==> config.mk <==
export PLATFORM = sky130hd
export DESIGN_NAME = spike_wave_scheduler
export DESIGN_NICKNAME = d
export VERILOG_FILES = /design/src/rtl/spike_wave_scheduler.sv
export SDC_FILE = /design/constraint.sdc
export NUM_CORES = 1
export LEC_CHECK = 0
export BUFFER_PORTS_ARGS = -buffer_cell sky130_fd_sc_hd__buf_2
export CAP_MARGIN = 25
export CORE_ASPECT_RATIO = 1.2
export CORE_MARGIN = 2
export CORE_UTILIZATION = 55
export CTS_BUF_LIST = sky130_fd_sc_hd__clkbuf_4 sky130_fd_sc_hd__clkbuf_8
export CTS_CLUSTER_SIZE = 25
export DETAILED_ROUTE_END_ITERATION = 6
export PLACE_DENSITY = 0.95
export SETUP_SLACK_MARGIN = 0.3
export SYNTH_ARGS = -nofsm -noshare
export SYNTH_HDL_FRONTEND = slang
export SYNTH_SLANG_ARGS = --single-unit
==> constraint.sdc <==
create_clock -name clk -period 6.3 [get_ports clk]
set_clock_uncertainty 0.1 [all_clocks]
set_input_delay 1.89 -clock clk [delete_from_list [all_inputs] [get_ports clk]]
set_output_delay 1.89 -clock clk [all_outputs]
set_load 0.02 [all_outputs]
==> src/rtl/spike_wave_scheduler.sv <==
// Sequences one temporal-coded wave through the spike_generation bank:
// accept a wave, sweep time_val over TIME_PERIOD ticks, idle a gamma gap, then hand off.
`ifndef TIME_PERIOD_DFLT
`define TIME_PERIOD_DFLT 8
`endif

module spike_wave_scheduler #(
  parameter int NUM_INPUTS  = 8,
  parameter int TIME_PERIOD = `TIME_PERIOD_DFLT,
  parameter int TW          = $clog2(TIME_PERIOD),
  parameter int GAP_CYCLES  = 2
) (
  input  logic                              clk,
  input  logic                              rst,
  input  logic                              in_valid,
  output logic                              in_ready,
  input  logic [NUM_INPUTS*TW-1:0]          in_spike_time,
  input  logic [NUM_INPUTS-1:0]             in_enable,
  input  logic                              step_en,
  output logic [TW-1:0]                     gen_time_val,
  output logic [NUM_INPUTS*TW-1:0]          gen_spike_time,
  output logic [NUM_INPUTS-1:0]             gen_should_spike,
  output logic [NUM_INPUTS-1:0]             spike_out,
  output logic [$clog2(NUM_INPUTS+1)-1:0]   spike_count,
  output logic                              wave_active,
  output logic                              wave_done,
  input  logic                              done_ack
);

  localparam int CW = $clog2(NUM_INPUTS + 1);
  localparam int GW = (GAP_CYCLES > 1) ? $clog2(GAP_CYCLES) : 1;

  typedef enum logic [1:0] {S_IDLE, S_RUN, S_GAP, S_DONE} state_t;

  // Handshakes: a wave transfers on a clock where in_valid && in_ready;
  // a completion transfers on a clock where wave_done && done_ack.
  state_t                    state_q, state_d;
  logic [TW-1:0]             tv_q, tv_d;
  logic [NUM_INPUTS*TW-1:0]  times_q, times_d;
  logic [NUM_INPUTS-1:0]     mask_q, mask_d;
  logic [NUM_INPUTS-1:0]     spike_q, spike_d;
  logic [CW-1:0]             count_q, count_d;
  logic [GW-1:0]             gap_q, gap_d;
  logic [NUM_INPUTS-1:0]     hit;
  logic [CW:0]               hit_cnt;
  logic [CW:0]               sum;

  always_comb begin
    state_d = state_q;
    tv_d    = tv_q;
    times_d = times_q;
    mask_d  = mask_q;
    spike_d = '0;
    count_d = count_q;
    gap_d   = gap_q;
    hit     = '0;
    hit_cnt = '0;
    sum     = '0;

    // tv_q never reaches TIME_PERIOD, so out-of-range spike times cannot match.
    for (int i = 0; i < NUM_INPUTS; i++) begin
      hit[i]  = mask_q[i] && (times_q[i*TW +: TW] == tv_q);
      hit_cnt = hit_cnt + (CW+1)'(hit[i]);
    end

    case (state_q)
      S_IDLE: begin
        if (in_valid) begin
          times_d = in_spike_time;
          mask_d  = in_enable;
          tv_d    = '0;
          count_d = '0;
          state_d = S_RUN;
        end
      end
      S_RUN: begin
        if (step_en) begin
          spike_d = hit;
          sum     = (CW+1)'(count_q) + hit_cnt;
          count_d = (sum > (CW+1)'(NUM_INPUTS)) ? CW'(NUM_INPUTS) : sum[CW-1:0];
          if (tv_q == TW'(TIME_PERIOD - 1)) begin
            state_d = S_GAP;
            gap_d   = '0;
          end else begin
            tv_d = tv_q + 1'b1;
          end
        end
      end
      S_GAP: begin
        tv_d = '0;
        if (gap_q == GW'(GAP_CYCLES - 1)) state_d = S_DONE;
        else                              gap_d   = gap_q + 1'b1;
      end
      S_DONE: begin
        if (done_ack) state_d = S_IDLE;
      end
      default: state_d = S_IDLE;
    endcase
  end

  always_ff @(posedge clk) begin
    if (rst) begin
      state_q <= S_IDLE;
      tv_q    <= '0;
      times_q <= '0;
      mask_q  <= '0;
      spike_q <= '0;
      count_q <= '0;
      gap_q   <= '0;
    end else begin
      state_q <= state_d;
      tv_q    <= tv_d;
      times_q <= times_d;
      mask_q  <= mask_d;
      spike_q <= spike_d;
      count_q <= count_d;
      gap_q   <= gap_d;
    end
  end

  assign in_ready         = (state_q == S_IDLE);
  assign wave_active      = (state_q == S_RUN);
  assign wave_done        = (state_q == S_DONE);
  assign gen_should_spike = wave_active ? mask_q : '0;
  assign gen_time_val     = tv_q;
  assign gen_spike_time   = times_q;
  assign spike_out        = spike_q;
  assign spike_count      = count_q;

endmodule

==> flow_summary.rst, run 1 <==
.. list-table::
   :header-rows: 1

   * - Metric
     - Value
   * - Result of the run
     - complete, no violations
   * - Height of the chip
     - 77.02 um
   * - Cell count of the worst reg-to-reg path
     - 12
   * - Wire length after detailed routing
     - 6006 um
   * - Number of storage elements in the synthesis netlist
     - 50
   * - Number of nets in the layout
     - 414
   * - Arrival time reported for the critical path endpoint
     - 4.26 ns
   * - Total power per unit cell area
     - 359.7 nW/um^2
   * - Max stage delay cell, worst path
     - sky130_fd_sc_hd__dfxtp_1
   * - Setup Viol. Count Final
     - 0
   * - Cell Rows
     - 26
   * - Cell seen most often among critical-path stages
     - sky130_fd_sc_hd__fa_1
   * - Netlist area before placement
     - 2444 um^2
   * - Routed Antenna Nets
     - 0
   * - Seq/Total Area, Yosys
     - 40.96%
   * - Dpl hpwl
     - 4565 um
   * - Peak Freq
     - 240.0 MHz
   * - Detail Route met2 WL
     - 3233 um
   * - Num Clock Sinks
     - 50
   * - Mapped Avg Cell Area
     - 8.665 um^2
   * - Clock tree from TritonCTS
     - built
   * - Max clock buf depth
     - 2
   * - Final cell utilization of the core
     - 69.94%
   * - Worst min path class
     - reg2reg
   * - Core ar.
     - 4262 um^2
   * - Clock tree root buffer cell
     - sky130_fd_sc_hd__clkbuf_8
   * - Total grt overflow
     - 0
   * - Share of the cycle needed by the critical path after routing
     - 66.14%
   * - Aggregate negative setup slack
     - 0 ns
   * - Clock edge transition at the registers on the reported setup and hold paths
     - 0.09 ns
   * - Max rail drop VDD
     - 0.0002258 V
   * - Crit path time final
     - 4.167 ns
   * - Initial antenna violation count
     - 0
   * - Relative slew slack
     - 31.73%
   * - Gate Count Post-Synth
     - 282
   * - Deepest level of the CTS H-tree
     - 2
   * - Count of boundary I/O pins
     - 87
   * - Initial Util
     - 57.34%
   * - Smallest setup slack after layout
     - 2.133 ns
   * - Post-CTS Setup Repair Bufs
     - 0
   * - PostCTS Resize Cnt
     - 0
   * - Netlist cell types
     - 34
   * - Overall die area
     - 4994 um^2
   * - Max Slew Vio Count
     - 0
   * - Dominant synthesized flop cell
     - sky130_fd_sc_hd__dfxtp_1
   * - Signed area change from the synthesized netlist to the final layout
     - 21.97%
   * - Most frequent standard cell in the layout excluding fill and tap cells
     - sky130_fd_sc_hd__buf_2
   * - Final-layout worst hold slack
     - 0.3770 ns
   * - Number of hold-repair buffers added at the cts stage
     - 0
   * - Port Buffers
     - 86
   * - Detailed-route vias per instance
     - 5.276
   * - Number of enable-type register cells in the synthesized netlist
     - 0
   * - Met1 wire length
     - 2272 um
   * - Number of antenna repair diodes
     - 0
   * - Final cell area excluding filler cells
     - 2980 um^2
   * - Number of optimization iterations in the first detailed-route pass
     - 4
   * - # fillers
     - 322
   * - Mapped Nets
     - 336
   * - X dimension of the die
     - 64.85 um
   * - Critical path launch point type
     - flop
   * - Post-synth ARST share
     - 0%
   * - Req. time, crit path
     - 6.39 ns
   * - Slowest Stage Delay on Critical Path
     - 0.67 ns
   * - Max Cap Viol
     - 0
   * - Final Hold Viols
     - 0
   * - First-iteration detailed-routing DRC count
     - 106
   * - Global placer's final weighted congestion
     - 0.8508
   * - Detail Route met3 WL
     - 297 um
   * - Cell-by-cell listing of the critical path
     - xnor2_1 -> nand2_1 -> nor3_1 -> fa_1 -> inv_1 -> fa_1 -> fa_1 -> fa_1 -> fa_1 -> o2111ai_1 -> a211oi_2 -> a22o_1
   * - Top routing layer in use
     - met4
   * - Via count of the first global-routing pass
     - 2,168
   * - Maximum number of pins on one net before global-route repair
     - 41
   * - Worst setup path category
     - reg2reg
   * - Top area cells in the synthesized netlist
     - sky130_fd_sc_hd__dfxtp_1 (41%), sky130_fd_sc_hd__nand2_1 (10%), sky130_fd_sc_hd__a21oi_1 (7.4%)
   * - Top cell type's share of synthesized area
     - 40.96%
   * - DRC violations left
     - 0
   * - Largest driver fanout on the critical path
     - 12
   * - Hold depth
     - 2
   * - Vias after detailed routing
     - 2,200
   * - Global-route wire length before repair
     - 9687 um
   * - Area after DPL
     - 2872 um^2
   * - Warnings, synthesis
     - 0
   * - DR WL/cell
     - 14.40 um
   * - Logic depth of the worst setup path including buffers
     - 12
   * - Share of post-route cells with drive strength above 1
     - 29.09%
   * - Pre-CTS setup slack
     - 2.166 ns
   * - Transition time at the pin with the least slew margin
     - 1.022 ns
   * - Leakage dissipation
     - 1.388 nW
   * - Combined buffer and inverter count along the critical path
     - 1
   * - Number of buffers created by CTS
     - 5
   * - Tot GR Track Use
     - 24.92%
   * - Commonest cells after routing, fill and taps aside
     - sky130_fd_sc_hd__buf_2 (86), sky130_fd_sc_hd__nand2_1 (68), sky130_fd_sc_hd__dfxtp_1 (50)
   * - Post-synthesis cell type with the largest combined area
     - sky130_fd_sc_hd__dfxtp_1
   * - Kind of end point of the critical path
     - flop
   * - Skew-Pair Late Insertion Delay
     - 0.30 ns
   * - Gate family responsible for the most delay along the worst path
     - adder cells
   * - Setup repair after global routing missed its margin
     - no
## where the power goes
group	internal [W]	switching, W	leakage, nW
registers	0.000365	0.0000496	0.408
clock network	0.000117	0.000103	0.0579
logic	0.000167	0.000270	0.922
## metrics by stage
| stage | power, W | instances |
|---|---|---|
| after floorplan | 0.0007393 | 282 |
| after global placement | 0.0008241 | 408 |
| after detailed placement | 0.0008558 | 409 |
| after CTS | 0.001073 | 417 |
| after global routing | 0.001136 | 417 |
| final | 0.001072 | 417 |
## cells in the mapped netlist, types with 2 or more instances
cell	n
sky130_fd_sc_hd__ha_1	12
sky130_fd_sc_hd__mux2i_1	2
sky130_fd_sc_hd__a211oi_2	2
sky130_fd_sc_hd__inv_1	6
sky130_fd_sc_hd__nor3_1	3
sky130_fd_sc_hd__fa_1	5
sky130_fd_sc_hd__clkbuf_8	2
sky130_fd_sc_hd__a21oi_1	36
sky130_fd_sc_hd__nand2b_1	4
sky130_fd_sc_hd__clkbuf_1	8
sky130_fd_sc_hd__and2_1	9
sky130_fd_sc_hd__xnor2_1	20
sky130_fd_sc_hd__nand3_1	2
sky130_fd_sc_hd__dfxtp_1	50
sky130_fd_sc_hd__nand4_1	7
sky130_fd_sc_hd__nand2_1	68
sky130_fd_sc_hd__buf_2	6
sky130_fd_sc_hd__xor2_1	5
sky130_fd_sc_hd__or2_2	2
sky130_fd_sc_hd__nor2_1	16
sky130_fd_sc_hd__nor4_1	2
sky130_fd_sc_hd__a22o_1	3
## sequential cells by signal (all words and copies together) (netlist names)
register / flops
gap_q: 1
gen_spike_time: 24
gen_time_val: 3
mask_q: 8
spike_count: 4
spike_out: 8
state_q: 2
## cells by family (layout without fill, tap and decap cells)
logic type,after synthesis,count (layout),share of synthesized area (%)
multiplexers,2,2,0.8193
adder cells (fa/ha/maj),17,17,10.24
AND/OR/NAND/NOR,120,120,22.53
flip-flops,50,50,40.96
AO/OA/AOI/OAI,46,46,11.98
buffers and inverters,22,101,4.506
XOR/XNOR,25,25,8.961
## path summary, 6_finish.rpt
| path | from | endpoint | slack, ns |
|---|---|---|---|
| worst max-delay path | gen_time_val[0]$_SDFFE_PP0P_ | spike_count[1]$_SDFFE_PP0P_ | 2.13 |
| worst max register to register | gen_time_val[0]$_SDFFE_PP0P_ | spike_count[1]$_SDFFE_PP0P_ | 2.13 |
| worst min-delay path | mask_q[4]$_SDFFE_PP0P_ | mask_q[4]$_SDFFE_PP0P_ | 0.38 |
| worst min register to register | mask_q[4]$_SDFFE_PP0P_ | mask_q[4]$_SDFFE_PP0P_ | 0.38 |
## tightest hold or removal path, cell delays in order (launching register included)
cell and delay, ns:
sky130_fd_sc_hd__dfxtp_1 0.33, sky130_fd_sc_hd__nand2_1 0.05, sky130_fd_sc_hd__a21oi_1 0.05
## per-layer routing
metal | GRT usage [%] | vias up
met5 | 0 | -
met4 | 11.49 | 0
met3 | 4.985 | 21
met2 | 45.05 | 80
met1 | 27.32 | 1013
li1 | - | 1086
## cell type report
cell class / instances / area, um^2 / share of cell area [%]
tap: 56 / 70.07 / 2.351
timing repair buffer: 87 / 445.4 / 14.95
inverter: 6 / 22.52 / 0.7557
multi-input combinational: 210 / 1333 / 44.71
clock inverter: 3 / 40.04 / 1.343
clock buffer: 5 / 68.82 / 2.309
sequential: 50 / 1001 / 33.59
Power figures use the tool's default switching activity.
==> run 2: changes to the inputs <==
--- a/config.mk
+++ b/config.mk
@@ -9,11 +9,11 @@
 export CAP_MARGIN = 25
 export CORE_ASPECT_RATIO = 1.2
 export CORE_MARGIN = 2
-export CORE_UTILIZATION = 55
+export CORE_UTILIZATION = 51
 export CTS_BUF_LIST = sky130_fd_sc_hd__clkbuf_4 sky130_fd_sc_hd__clkbuf_8
 export CTS_CLUSTER_SIZE = 25
 export DETAILED_ROUTE_END_ITERATION = 6
-export PLACE_DENSITY = 0.95
+export PLACE_DENSITY = 0.9
 export SETUP_SLACK_MARGIN = 0.3
 export SYNTH_ARGS = -nofsm -noshare
 export SYNTH_HDL_FRONTEND = slang
==> constraint.sdc (replaced) <==
create_clock -name clk -period 4.3 [get_ports clk]
set_clock_uncertainty 0.1 [all_clocks]
set_input_delay 1.29 -clock clk [delete_from_list [all_inputs] [get_ports clk]]
set_output_delay 1.29 -clock clk [all_outputs]
set_load 0.02 [all_outputs]
==> run 2 against run 1 <==
- sequential cell count unchanged
- cell count increased by 1.4%
- clock-buffer cell count increased by 1
- highest routed layer unchanged
- hold slack improved by 0.0039 ns
- sequential power increased by 45%
- sequential share of layout area decreased by 0.89 points
==> flow_summary.rst, run 2 (same netlist as run 1, synthesis figures left out) <==
.. list-table::
   :header-rows: 1

   * - Metric
     - Value
   * - DRC violations left
     - 0 (unchanged)
   * - Total power per unit cell area
     - 532.5 nW/um^2 (+48%)
   * - Core ar.
     - 4594 um^2 (+7.8%)
   * - Sw Ratio
     - 38.94% (-0.48 points)
   * - Max clock buf depth
     - 2 (unchanged)
   * - Height of the chip
     - 79.83 um (+3.6%)
   * - Global placer's final weighted congestion
     - 0.8571 (+0.74%)
   * - Dpl hpwl
     - 4422 um (-3.1%)
   * - Leakage dissipation
     - 1.436 nW (+3.4%)
   * - Critical path launch point type
     - flop
   * - Cell-by-cell listing of the critical path
     - xor2_1 -> nor3_2 -> fa_1 -> inv_1 -> fa_1 -> fa_1 -> fa_1 -> fa_1 -> o2111ai_1 -> a211oi_2 -> a22o_1
   * - Setup repair after global routing missed its margin
     - no
   * - Number of standard cells in the final layout excluding fillers
     - 423 (+1.4%)
   * - Share of the cycle needed by the critical path after routing
     - 87.99% (+22 points)
   * - Max Slew Vio Count
     - 0 (unchanged)
   * - Cell count of the worst reg-to-reg path
     - 11 (-1)
   * - Initial Util
     - 53.19% (-4.2 points)
   * - Largest driver fanout on the critical path
     - 7 (-5)
   * - Clk network pwr share
     - 20.9% (+0.4 points)
   * - Kind of end point of the critical path
     - flop
   * - Hold depth
     - 2 (unchanged)
   * - Number of antenna repair diodes
     - 0 (unchanged)
   * - Clock tree root buffer cell
     - sky130_fd_sc_hd__clkbuf_8
   * - Tot GR Track Use
     - 23.74% (-1.2 points)
   * - Wire length after detailed routing
     - 6087 um (+1.3%)
   * - Vias after detailed routing
     - 2,208 (+0.36%)
   * - Setup Viol. Count Final
     - 0 (unchanged)
   * - Sum of internal, switching and leakage power
     - 0.001634 W (+52%)
   * - Aggregate negative setup slack
     - 0 ns (unchanged)
   * - Net load switching power
     - 0.0006363 W (+51%)
   * - Number of buffers created by CTS
     - 5 (unchanged)
   * - Result of the run
     - complete, no violations
   * - Cell Rows
     - 27 (+3.8%)
   * - Transition time at the pin with the least slew margin
     - 0.7722 ns (-0.2494 ns)
   * - X dimension of the die
     - 67.19 um (+3.6%)
   * - Routed Antenna Nets
     - 0 (unchanged)
   * - Crit path time final
     - 3.784 ns (-0.3833 ns)
   * - Slowest Stage Delay on Critical Path
     - 0.51 ns (-0.16 ns)
   * - Most frequent standard cell in the layout excluding fill and tap cells
     - sky130_fd_sc_hd__buf_2
   * - Detailed-route vias per instance
     - 5.220 (-1.1%)
   * - Global-route wire length before repair
     - 9680 um (about the same)
   * - Clock tree from TritonCTS
     - built
   * - Peak Freq
     - 264.3 MHz (+10%)
   * - Number of optimization iterations in the first detailed-route pass
     - 5 (+1)
   * - Total grt overflow
     - 0 (unchanged)
   * - Commonest cells after routing, fill and taps aside
     - sky130_fd_sc_hd__buf_2 (86), sky130_fd_sc_hd__nand2_1 (68), sky130_fd_sc_hd__dfxtp_1 (48)
   * - Worst min path class
     - reg2reg
   * - Maximum number of pins on one net before global-route repair
     - 41 (unchanged)
   * - Max rail drop VDD
     - 0.0003015 V (+34%)
   * - Port Buffers
     - 86 (unchanged)
   * - Share of post-route cells with drive strength above 1
     - 30.96% (+1.9 points)
   * - Post-CTS Setup Repair Bufs
     - 0 (unchanged)
   * - Final Hold Viols
     - 0 (unchanged)
   * - Part of the power in combinational logic
     - 42.2% (+1.4 points)
   * - DR WL/cell
     - 14.39 um (about the same)
   * - Cell internal pwr
     - 0.0009979 W (+54%)
   * - Cell seen most often among critical-path stages
     - sky130_fd_sc_hd__fa_1
   * - Signed area change from the synthesized netlist to the final layout
     - 25.60%
   * - Max Cap Viol
     - 0 (unchanged)
   * - Overall die area
     - 5363 um^2 (+7.4%)
   * - Max FFs per register
     - 24 (unchanged)
   * - Deepest level of the CTS H-tree
     - 2 (unchanged)
   * - Count of boundary I/O pins
     - 87 (unchanged)
   * - Worst setup path category
     - reg2reg
   * - Num Clock Sinks
     - 50 (unchanged)
   * - Number of placed instances, taps included
     - 414 (+1.2%)
   * - Max stage delay cell, worst path
     - sky130_fd_sc_hd__fa_1
   * - Relative slew slack
     - 48.52% (+17 points)
   * - First-iteration detailed-routing DRC count
     - 106 (unchanged)
   * - Skew-Pair Late Insertion Delay
     - 0.31 ns (about the same)
   * - Via count of the first global-routing pass
     - 2,150 (-0.83%)
   * - Number of nets in the layout
     - 419 (+1.2%)
   * - Req. time, crit path
     - 4.41 ns (-1.98 ns)
   * - Clock edge transition at the registers on the reported setup and hold paths
     - 0.09 ns (about the same)
   * - Initial antenna violation count
     - 0 (unchanged)
   * - Power share of the sequential group
     - 36.9% (-1.8 points)
   * - Arrival time reported for the critical path endpoint
     - 3.89 ns (-0.37 ns)
[run 2: changes by cell type in the layout (fill, tap and decap cells not counted)]
cell / change
sky130_fd_sc_hd__dfxtp_2: +2
sky130_fd_sc_hd__clkinv_2: -2
sky130_fd_sc_hd__nor3_1: -2
sky130_fd_sc_hd__nor3_2: +2
sky130_fd_sc_hd__dfxtp_1: -2
sky130_fd_sc_hd__clkbuf_8: +1
sky130_fd_sc_hd__buf_4: +4
sky130_fd_sc_hd__buf_8: -1
sky130_fd_sc_hd__buf_16: +2
[run 2: power groups by stage]
| stage | Clock [W] | Sequential, W | Combinational, W |
|---|---|---|---|
| 3_5_place_dp | 0 | 0.000611 | 0.000634 |
| 5_1_grt | 0.000363 | 0.000612 | 0.000763 |
| 6_report | 0.000341 | 0.000603 | 0.000690 |
| 4_1_cts | 0.000339 | 0.000600 | 0.000637 |
| 2_1_floorplan | 0 | 0.000653 | 0.000430 |
| 3_3_place_gp | 0 | 0.000607 | 0.000609 |
[run 2: routing by layer]
metal / part of all wire (%) / GRT usage (%) / vias up
li1: - / - / 1091
met3: 5.3 / 4.937 / 15
met1: 40 / 27.43 / 1029
met2: 51 / 40.50 / 73
met4: 3.4 / 12.24 / 0
met5: 0 / 0 / -
[run 2: worst paths after layout]
path | from | end | slack [ns]
max reg2reg | gen_time_val[2]$_SDFFE_PP0P_ | spike_count[1]$_SDFFE_PP0P_ | 0.52
max | gen_time_val[2]$_SDFFE_PP0P_ | spike_count[1]$_SDFFE_PP0P_ | 0.52
min | mask_q[5]$_SDFFE_PP0P_ | mask_q[5]$_SDFFE_PP0P_ | 0.38
min reg2reg | mask_q[5]$_SDFFE_PP0P_ | mask_q[5]$_SDFFE_PP0P_ | 0.38
[run 2: layout make-up]
| class | instances | area (um^2) |
|---|---|---|
| sequential | 50 | 1003 |
| multi-input combinational | 210 | 1343 |
| fill | 385 | 1525 |
| tap | 58 | 72.57 |
| clock inverter | 1 | 30.03 |
| timing repair buffer | 92 | 515.5 |
| inverter | 6 | 22.52 |
| clock buffer | 6 | 82.58 |
[run 2: critical path, delay by kind of cell (launching register included)]
kind | cells | cell delay, ns
simple gates | 1 | 0.09
flops | 1 | 0.44
compound gates | 3 | 0.49
xor+xnor | 1 | 0.24
buf+inv | 1 | 0.05
fa+ha+maj | 5 | 2.27
[run 2: repair_timing]
action                                  in CTS  in global routing
resized for setup                            0                  4
endpoints found under the setup margin       0                  4
hold endpoints to repair                     0                  0
hold buffers                                 0                  0
[run 2: through the flow]
step                setup WS (ns)  hold WS [ns]  cell area (um^2)  util (%)
global placement           0.5346        0.3553              2889     62.88
floorplan                  0.3578        0.3422              2444         -
finish                     0.5163        0.3809              3069     66.80
global route               0.3608        0.4034              3069     66.80
detailed placement         0.4284        0.3654              2889     62.88
CTS                        0.4059        0.3775              3002     65.33
==> run 3: changes to the inputs <==
==> constraint.sdc (replaced) <==
create_clock -name clk -period 4 [get_ports clk]
set_clock_uncertainty 0.1 [all_clocks]
set_input_delay 1.2 -clock clk [delete_from_list [all_inputs] [get_ports clk]]
set_output_delay 1.2 -clock clk [all_outputs]
set_load 0.02 [all_outputs]
==> run 3 against run 2 <==
- register-to-register slack got worse by 0.11 ns
- largest power group unchanged
- setup slack worse by 0.11 ns
- largest cell class unchanged
- critical endpoint is now spike_count[2]$_SDFFE_PP0P_
- design area grew 0.98%
- sequential share of layout area is 0.11 points lower
- power increased by 6.8%
==> flow_summary.rst, run 3 (same netlist as run 1, synthesis figures left out) <==
.. list-table::
   :header-rows: 1

   * - Metric
     - Value
   * - Leakage dissipation
     - 1.431 nW (-0.30%)
   * - Top routing layer in use
     - met4
   * - Req. time, crit path
     - 4.10 ns (-0.31 ns)
   * - Result of the run
     - complete, no violations
   * - Num Clock Sinks
     - 50 (unchanged)
   * - Worst min path class
     - reg2reg
   * - # fillers
     - 402 (+4.4%)
   * - Height of the chip
     - 79.83 um (unchanged)
   * - Relative slew slack
     - 47.98% (-0.55 points)
   * - Vias after detailed routing
     - 2,235 (+1.2%)
   * - Multi-input combinational cell area
     - 1386 um^2 (+3.3%)
   * - Routed Antenna Nets
     - 0 (unchanged)
   * - Number of antenna repair diodes
     - 0 (unchanged)
   * - Share of the cycle needed by the critical path after routing
     - 89.86% (+1.9 points)
   * - Number of standard cells in the final layout excluding fillers
     - 424 (+0.24%)
   * - Share of post-route cells with drive strength above 1
     - 33.61% (+2.6 points)
   * - Transition time at the pin with the least slew margin
     - 0.7804 ns (+0.008189 ns)
   * - Skew-Pair Late Insertion Delay
     - 0.31 ns (about the same)
   * - Deepest level of the CTS H-tree
     - 2 (unchanged)
   * - Wire length after detailed routing
     - 6170 um (+1.4%)
   * - Final cell area excluding filler cells
     - 3099 um^2 (+0.98%)
   * - Clock edge transition at the registers on the reported setup and hold paths
     - 0.09 ns (about the same)
   * - Number of buffers created by CTS
     - 5 (unchanged)
   * - Signed area change from the synthesized netlist to the final layout
     - 26.83%
   * - Worst setup path category
     - reg2reg
   * - Count of boundary I/O pins
     - 87 (unchanged)
   * - Sw Ratio
     - 39.78% (+0.84 points)
   * - Number of hold-repair buffers added at the cts stage
     - 0 (unchanged)
   * - X dimension of the die
     - 67.19 um (unchanged)
   * - Dpl hpwl
     - 4532 um (+2.5%)
   * - First-iteration detailed-routing DRC count
     - 91 (-14%)
   * - Cell Rows
     - 27 (unchanged)
   * - Max rail drop VDD
     - 0.0002976 V (-1.3%)
   * - DRC violations left
     - 0 (unchanged)
   * - Clock tree root buffer cell
     - sky130_fd_sc_hd__clkbuf_8
   * - Clk network pwr share
     - 20.8% (about the same)
   * - Crit path time final
     - 3.594 ns (-0.1893 ns)
   * - Peak Freq
     - 278.2 MHz (+5.3%)
   * - Largest driver fanout on the critical path
     - 4 (-3)
   * - Max clock buf depth
     - 2 (unchanged)
   * - Cell internal pwr
     - 0.001051 W (+5.4%)
   * - Number of optimization iterations in the first detailed-route pass
     - 4 (-1)
   * - Initial Util
     - 53.19% (unchanged)
   * - Global-route wire length before repair
     - 9804 um (+1.3%)
   * - Overall die area
     - 5363 um^2 (unchanged)
   * - Detail Route met2 WL
     - 3309 um (+6.0%)
   * - Net load switching power
     - 0.0006945 W (+9.1%)
   * - Detailed-route vias per instance
     - 5.271 (+0.98%)
   * - Setup Viol. Count Final
     - 0 (unchanged)
   * - Via count of the first global-routing pass
     - 2,102 (-2.2%)
   * - Area after DPL
     - 2915 um^2 (+0.91%)
   * - Maximum number of pins on one net before global-route repair
     - 41 (unchanged)
   * - Final cell utilization of the core
     - 67.46% (+0.65 points)
   * - Register area
     - 1010 um^2 (+0.62%)
   * - Initial antenna violation count
     - 0 (unchanged)
   * - Tot GR Track Use
     - 24.42% (+0.68 points)
   * - Total power per unit cell area
     - 563.3 nW/um^2 (+5.8%)
   * - Final-layout worst hold slack
     - 0.3759 ns (-0.004970 ns)
   * - Number of placed instances, taps included
     - 414 (unchanged)
   * - Critical path launch point type
     - flop
   * - Commonest cells after routing, fill and taps aside
     - sky130_fd_sc_hd__buf_2 (86), sky130_fd_sc_hd__nand2_1 (68), sky130_fd_sc_hd__dfxtp_1 (47)
   * - Max Slew Vio Count
     - 0 (unchanged)
   * - Final Hold Viols
     - 0 (unchanged)
   * - Kind of end point of the critical path
     - flop
   * - Part of the power in combinational logic
     - 42.1% (about the same)
   * - Aggregate negative setup slack
     - 0 ns (unchanged)
   * - DR WL/cell
     - 14.55 um (+1.1%)
   * - Port Buffers
     - 86 (unchanged)
   * - Core ar.
     - 4594 um^2 (unchanged)
   * - Most frequent standard cell in the layout excluding fill and tap cells
     - sky130_fd_sc_hd__buf_2
   * - Met1 wire length
     - 2445 um (+0.33%)
   * - Clock tree from TritonCTS
     - built
   * - Arrival time reported for the critical path endpoint
     - 3.70 ns (-0.19 ns)
   * - Detail Route met3 WL
     - 332 um (+3.4%)
   * - Power share of the sequential group
     - 37.1% (+0.2 points)
   * - Number of nets in the layout
     - 419 (unchanged)
   * - Total grt overflow
     - 0 (unchanged)
   * - Setup repair after global routing missed its margin
     - yes
   * - Max FFs per register
     - 24 (unchanged)
   * - Global placer's final weighted congestion
     - 0.8258 (-3.7%)
   * - Max Cap Viol
     - 0 (unchanged)
-- run 3: what timing repair did --
action                     CTS  global route
buffers inserted             1             0
setup endpoints to repair    4             4
gates resized for setup      5             3
-- run 3: path summary, 6_finish.rpt --
check,startpoint,end,slack [ns],depth (start not counted)
max,gen_spike_time[8]$_SDFFE_PP0P_,spike_count[2]$_SDFFE_PP0P_,0.41,11
min,mask_q[5]$_SDFFE_PP0P_,mask_q[5]$_SDFFE_PP0P_,0.38,2
max reg2reg,gen_spike_time[8]$_SDFFE_PP0P_,spike_count[2]$_SDFFE_PP0P_,0.41,11
min reg2reg,mask_q[5]$_SDFFE_PP0P_,mask_q[5]$_SDFFE_PP0P_,0.38,2
-- run 3: final cells by class --
class                      count  area share, %
multi-input combinational    210          44.73
sequential                    50          32.58
timing repair buffer          92          15.99
tap                           58          2.342
clock buffer                   5          2.220
clock inverter                 3          1.413
inverter                       6         0.7267
-- run 3: worst max-delay path, stage by stage, from the launching register on --
cell	delay (ns)
sky130_fd_sc_hd__dfxtp_1	0.36
sky130_fd_sc_hd__xor2_2	0.20
sky130_fd_sc_hd__nor3_2	0.22
sky130_fd_sc_hd__fa_1	0.44
sky130_fd_sc_hd__inv_1	0.09
sky130_fd_sc_hd__fa_1	0.43
sky130_fd_sc_hd__fa_1	0.47
sky130_fd_sc_hd__fa_2	0.38
sky130_fd_sc_hd__fa_2	0.38
sky130_fd_sc_hd__o2111ai_2	0.11
sky130_fd_sc_hd__a211oi_2	0.12
sky130_fd_sc_hd__a22o_1	0.19
-- run 3: metal layers --
layer | vias to the layer above | GRT usage, %
li1 | 1088 | -
met1 | 1063 | 28.98
met2 | 76 | 42.18
met3 | 8 | 4.795
met4 | 0 | 10.20
met5 | - | 0
-- run 3: power groups by stage --
stage          Combinational, W  Sequential (W)  Clock [W]
6_report               0.000736        0.000647   0.000363
3_3_place_gp           0.000667        0.000653          0
5_1_grt                0.000813        0.000659   0.000389
2_1_floorplan          0.000467        0.000704          0
4_1_cts                0.000704        0.000647   0.000365
3_5_place_dp           0.000698        0.000657          0
-- run 3: per-stage QoR --
step | power (W) | setup WS, ns
2_1_floorplan | 0.001172 | 0.3186
3_3_place_gp | 0.001320 | 0.3521
3_5_place_dp | 0.001355 | 0.1952
4_1_cts | 0.001716 | 0.3367
5_1_grt | 0.001861 | 0.2976
6_report | 0.001746 | 0.4057
